File: config.mk
export PLATFORM = sky130hd
export DESIGN_NAME = group_id_map_pipe
export DESIGN_NICKNAME = d
export VERILOG_FILES = /design/src/rtl/gid_map_pkg.sv /design/src/rtl/gid_map_decode.sv /design/src/rtl/group_id_map_pipe.sv
export SDC_FILE = /design/constraint.sdc
export NUM_CORES = 1
export LEC_CHECK = 0
export ABC_AREA = 1
export CORE_ASPECT_RATIO = 0.9
export CORE_MARGIN = 2
export CORE_UTILIZATION = 45
export DETAILED_ROUTE_END_ITERATION = 8
export GPL_TIMING_DRIVEN = 1
export PLACE_DENSITY = 0.79
export REMOVE_ABC_BUFFERS = 1
export SLEW_MARGIN = 5
export SYNTH_ARGS = -nofsm -noshare
export SYNTH_HDL_FRONTEND = slang
export SYNTH_SLANG_ARGS = --single-unit
File: constraint.sdc
create_clock -name clk -period 2.2 [get_ports clk]
set_input_delay 0.44 -clock clk [delete_from_list [all_inputs] [get_ports clk]]
set_output_delay 0.44 -clock clk [all_outputs]
set_load 0.05 [all_outputs]
File: src/rtl/gid_map_pkg.sv
// Shared group-ID helpers: one-hot decode and width computation, also used by
// the shaper queue-select logic.
`timescale 1ns/1ps
package gid_map_pkg;

  localparam int MAX_PORTS = 32;

  function automatic int clog2_min1(input int v);
    return (v <= 2) ? 1 : $clog2(v);
  endfunction

  function automatic int gid_width(input int ports, input int pri);
    return clog2_min1((ports - 1) * pri);
  endfunction

  // Highest set bit wins; only meaningful when the vector is one-hot.
  function automatic int onehot_idx(input logic [MAX_PORTS-1:0] v);
    int idx;
    idx = 0;
    for (int i = 0; i < MAX_PORTS; i++)
      if (v[i]) idx = i;
    return idx;
  endfunction

  function automatic logic is_onehot(input logic [MAX_PORTS-1:0] v);
    return (v != '0) && ((v & (v - 1'b1)) == '0);
  endfunction

endpackage

File: src/rtl/gid_map_decode.sv
// Combinational descriptor decode: source rank with the destination removed,
// scaled by priority count, plus malformed-descriptor detection.
`timescale 1ns/1ps
module gid_map_decode
  import gid_map_pkg::*;
#(
  parameter int NUM_PORTS = 4,
  parameter int NUM_PRI   = 4,
  parameter int PRI_W     = clog2_min1(NUM_PRI),
  parameter int GID_W     = gid_width(NUM_PORTS, NUM_PRI)
) (
  input  logic [NUM_PORTS-1:0] dst,
  input  logic [NUM_PORTS-1:0] src,
  input  logic [PRI_W-1:0]     pri,
  output logic [GID_W-1:0]     gid,
  output logic                 err
);

  localparam bit PRI_POW2 = (NUM_PRI & (NUM_PRI - 1)) == 0;

  int s_idx;
  int d_idx;
  int rank;

  always_comb begin
    s_idx = onehot_idx(MAX_PORTS'(src));
    d_idx = onehot_idx(MAX_PORTS'(dst));
    rank  = (s_idx > d_idx) ? s_idx - 1 : s_idx;
    gid   = GID_W'(rank * NUM_PRI + int'(pri));
    err   = !is_onehot(MAX_PORTS'(src)) || !is_onehot(MAX_PORTS'(dst)) || (src == dst);
    // Out-of-range priority codes only exist when NUM_PRI leaves spare encodings.
    if (!PRI_POW2) err = err || (int'(pri) >= NUM_PRI);
  end

endmodule

File: src/rtl/group_id_map_pipe.sv
// Registered group-ID mapper with valid/ready handshake, malformed-descriptor
// drop/flag handling and a saturating drop counter.
`timescale 1ns/1ps
module group_id_map_pipe
  import gid_map_pkg::*;
#(
  parameter int NUM_PORTS    = 4,
  parameter int NUM_PRI      = 4,
  parameter int PRI_W        = clog2_min1(NUM_PRI),
  parameter int GID_W        = gid_width(NUM_PORTS, NUM_PRI),
  parameter int TAG_W        = 16,
  parameter bit DROP_INVALID = 1'b1,
  parameter int CNT_W        = 16
) (
  input  logic                 clk,
  input  logic                 rst,
  input  logic                 in_valid,
  output logic                 in_ready,
  input  logic [NUM_PORTS-1:0] in_dst,
  input  logic [NUM_PORTS-1:0] in_src,
  input  logic [PRI_W-1:0]     in_pri,
  input  logic [TAG_W-1:0]     in_tag,
  output logic                 out_valid,
  input  logic                 out_ready,
  output logic [GID_W-1:0]     out_gid,
  output logic                 out_err,
  output logic [TAG_W-1:0]     out_tag,
  input  logic                 stat_clr,
  output logic [CNT_W-1:0]     drop_cnt
);

  function automatic logic [CNT_W-1:0] sat_inc(input logic [CNT_W-1:0] v);
    return (&v) ? v : v + 1'b1;
  endfunction

  logic [GID_W-1:0] gid_p0;
  logic             err_p0;
  logic             accept_p0;
  logic             drop_p0;

  logic             vld_p1;
  logic [GID_W-1:0] gid_p1;
  logic             err_p1;
  logic [TAG_W-1:0] tag_p1;
  logic [CNT_W-1:0] cnt_p1;

  gid_map_decode #(
    .NUM_PORTS (NUM_PORTS),
    .NUM_PRI   (NUM_PRI),
    .PRI_W     (PRI_W),
    .GID_W     (GID_W)
  ) u_decode (
    .dst (in_dst),
    .src (in_src),
    .pri (in_pri),
    .gid (gid_p0),
    .err (err_p0)
  );

  assign in_ready  = !vld_p1 || out_ready;
  assign accept_p0 = in_valid && in_ready;
  assign drop_p0   = accept_p0 && err_p0 && DROP_INVALID;

  // Stage p0 -> p1: output register. A drop only retires a consumed beat.
  always_ff @(posedge clk) begin
    if (rst) begin
      vld_p1 <= 1'b0;
      gid_p1 <= '0;
      err_p1 <= 1'b0;
      tag_p1 <= '0;
    end else if (accept_p0 && !drop_p0) begin
      vld_p1 <= 1'b1;
      gid_p1 <= err_p0 ? '0 : gid_p0;
      err_p1 <= err_p0;
      tag_p1 <= in_tag;
    end else if (out_ready) begin
      vld_p1 <= 1'b0;
    end
  end

  always_ff @(posedge clk) begin
    if (rst)           cnt_p1 <= '0;
    else if (stat_clr) cnt_p1 <= '0;
    else if (drop_p0)  cnt_p1 <= sat_inc(cnt_p1);
  end

  assign out_valid = vld_p1;
  assign out_gid   = gid_p1;
  assign out_err   = err_p1;
  assign out_tag   = tag_p1;
  assign drop_cnt  = cnt_p1;

endmodule

==> summary.txt <==
Outcome
  • Outcome: complete, no violations

Clock network
  • CTS root buf: clkbuf_8
  • Clk sinks: 38
  • Post-CTS setup buffer count: 0
  • CTS tree: built
  • TritonCTS Buffers: 5
  • H-tree Lvls: 2
  • Clock-pin slew on the worst setup and hold paths: 70 ps
  • Clk Latency, worst-skew pair: 290 ps
  • Clock Tree Buf Depth: 2

Finish
  • Layout cells sized above 1: 13.1%
  • N_diodes: 0
  • P&R area growth vs syn: 43.2%
  • Non-filler cells in the finished layout: 443
  • Fill count: 411
  • Area occupied by multi-input gates: 1200 um2
  • Fin nets: 414
  • Layout Utilization: 67.5%
  • FF/Latch Area: 761 um2

Run
  • Max-cap viol count: 0

Setup path
  • WP data required: 1760 ps
  • Worst R2R Path Depth: 9
  • CP Capture Type: primary output
  • Delay-heaviest family, CP: buffers and inverters
  • Crit path depth: 1
  • Crit path kind: reg2out
  • Setup crit start kind: flop
  • Crit-path cells: clkdlybuf4s50_1
  • Critical path's slowest cell: clkdlybuf4s50_1
  • Max incr delay on CP: 860 ps
  • Worst Path Buf+Inv: 1
  • Max FO, Critical Path: 6
  • Critical Path AT: 1610 ps

Place
  • GPL Wtd Cong: 0.871
  • DP Worst Slack: -119 ps
  • Placed insts: 435
  • PortBufs: 69
  • HPWL after DPL: 3920 um

Die
  • Die H: 69.3 um
  • Number of cell rows: 23
  • Core footprint: 4520 um2
  • Die area: 5300 um2
  • Initial core utilization: 47.2%
  • I/O pin count: 70
  • DIE WIDTH: 76.5 um

Logic synthesis
  • Syn avg cell area: 7.01 um2
  • Synth Cell Area: 2130 um2
  • Post-synth EDFFs: 0
  • Async S/R FF share, synth: 0%
  • Ys flop type: dfxtp_1
  • Synth warn: 0
  • #FFs+latches synth: 38
  • Distinct cells, synth: 29
  • Post-synthesis sequential area ratio: 35.7%
  • Mapped Cells: 304

STA
  • Final Max Slew Viols: 0
  • Measured slew at the worst slew-check pin: 530 ps
  • Tcrit/Tclk final: 93.1%
  • Min Tclk post-route: 2050 ps
  • Clock Skew: 5.60 ps
  • RSZ-0062 raised after global routing: false
  • FMAX: 0.488 GHz
  • Endpoints failing hold: 0
  • Relative slew slack: 64.6%
  • Final worst slack: 151 ps
  • Final setup viols: 0

Power
  • Leak Pwr: 1.21 nW
  • Cell Pwr Density: 499 nW/um2
  • Tot Pwr: 0.00152 W
  • VDD IR max: 268 uV

Global route
  • GRT Total Usage: 21.1%
  • Largest net degree at the start of global routing: 21
  • First-pass GRT wire length: 9270 um
  • Grt total ovfl: 0
  • Initial antenna violation count: 0
  • Number of global-route vias before repair: 2165

Worst hold path
  • Hold/Removal Path Class: reg2reg
  • Worst hold stages: 2

Route
  • DRC: 0
  • 1st-pass router iterations: 4
  • DRT iter0 DRCs: 152
  • Vias per Instance: 4.90
  • Vias: 2171
  • WL final: 5210 um
  • Drt wl/cell: 11.8 um
  • Detail Route Antenna Nets: 0
final timing paths:
check | startpoint | endpoint | slack [ps]
min reg2reg | out_err$_SDFFE_PP0P_ | out_err$_SDFFE_PP0P_ | 450
min | out_err$_SDFFE_PP0P_ | out_err$_SDFFE_PP0P_ | 450
max | drop_cnt[13]$_SDFFE_PP0P_ | drop_cnt[13] | 150
max reg2reg | drop_cnt[0]$_SDFFE_PP0P_ | drop_cnt[15]$_SDFFE_PP0P_ | 330
power breakdown:
group,switching [W],internal (W)
combinational,0.000134,0.000108
sequential,0.00000579,0.000698
clock,0.000238,0.000339
total,0.000378,0.00115
final cells by class:
cell class,count,share of cell area (%)
clock inverter,1,0.984
timing repair buffer,79,26.2
multi-input combinational,228,39.4
clock buffer,7,2.50
tap,62,2.54
sequential,38,24.9
inverter,28,3.44
timing repair:
item	in CTS	in global routing
setup endpoints to repair	0	1
hold buffers	0	0
gates resized for setup	0	1
stage by stage:
stage	TNS, ps	instance area (um2)	hold WS [ps]
finish	0	3050	448
detailed placement	-212	2950	443
global placement	-11.4	2950	430
floorplan	0	2070	509
global route	0	3050	490
CTS	0	3050	454
cells in the final DEF, fill, tap and decap left out, types with 3 or more instances in the layout:
master and n:
xor2_1 5, inv_1 27, nor2_4 3, nor2_1 56, o21ai_0 23, clkdlybuf4s50_1 68
nand3_1 7, buf_12 3, nand2_2 9, buf_4 8, nor2_2 3, dfxtp_1 38
nand2_1 69, clkbuf_8 5, a21oi_2 10, a21oi_1 7, ha_1 3, nand4_1 19
cell usage after synthesis, types with 2 or more instances:
| master | number | area, um2 |
|---|---|---|
| nand2_1 | 69 | 259 |
| nor2_1 | 56 | 210 |
| dfxtp_1 | 38 | 761 |
| inv_1 | 27 | 101 |
| o21ai_0 | 24 | 120 |
| nand4_1 | 19 | 119 |
| a21oi_2 | 10 | 87.6 |
| nand2_2 | 9 | 56.3 |
| a21oi_1 | 7 | 35.0 |
| nand3_1 | 7 | 35.0 |
| xor2_1 | 5 | 43.8 |
| clkbuf_1 | 4 | 15.0 |
| ha_1 | 3 | 37.5 |
| nor2_2 | 3 | 18.8 |
| nor2_4 | 3 | 33.8 |
| buf_2 | 2 | 10.0 |
| buf_4 | 2 | 15.0 |
| nand2_4 | 2 | 22.5 |
| nand3_4 | 2 | 35.0 |
| nand3b_1 | 2 | 15.0 |
| xnor2_1 | 2 | 17.5 |
sequential cells by signal, indices dropped and copies added, names as in the netlist:
signal     cells
drop_cnt      16
out_valid      1
out_tag       16
out_gid        4
out_err        1
layer usage:
layer	wire [um]	part of all wire (%)	vias to the layer above	GRT usage [%]
met5	0	0	-	0
met4	106	2.0	0	9.29
met3	211	4.0	12	2.86
met2	2600	50	58	38.0
met1	2300	44	967	24.9
li1	-	-	1134	-
worst min-delay path, stage by stage (launching register included):
cell and delay (ps):
dfxtp_1 310, nand2_1 60, nor2_1 40
kinds of logic after synthesis:
kind of cell	synth area share [%]
AO/OA/AOI/OAI	11.6
AND/OR/NAND/NOR	39.3
XOR/XNOR	3.64
buffers and inverters	7.93
flip-flops	35.7
adder cells (fa/ha/maj)	1.76
(Power assumes the default switching activity.)
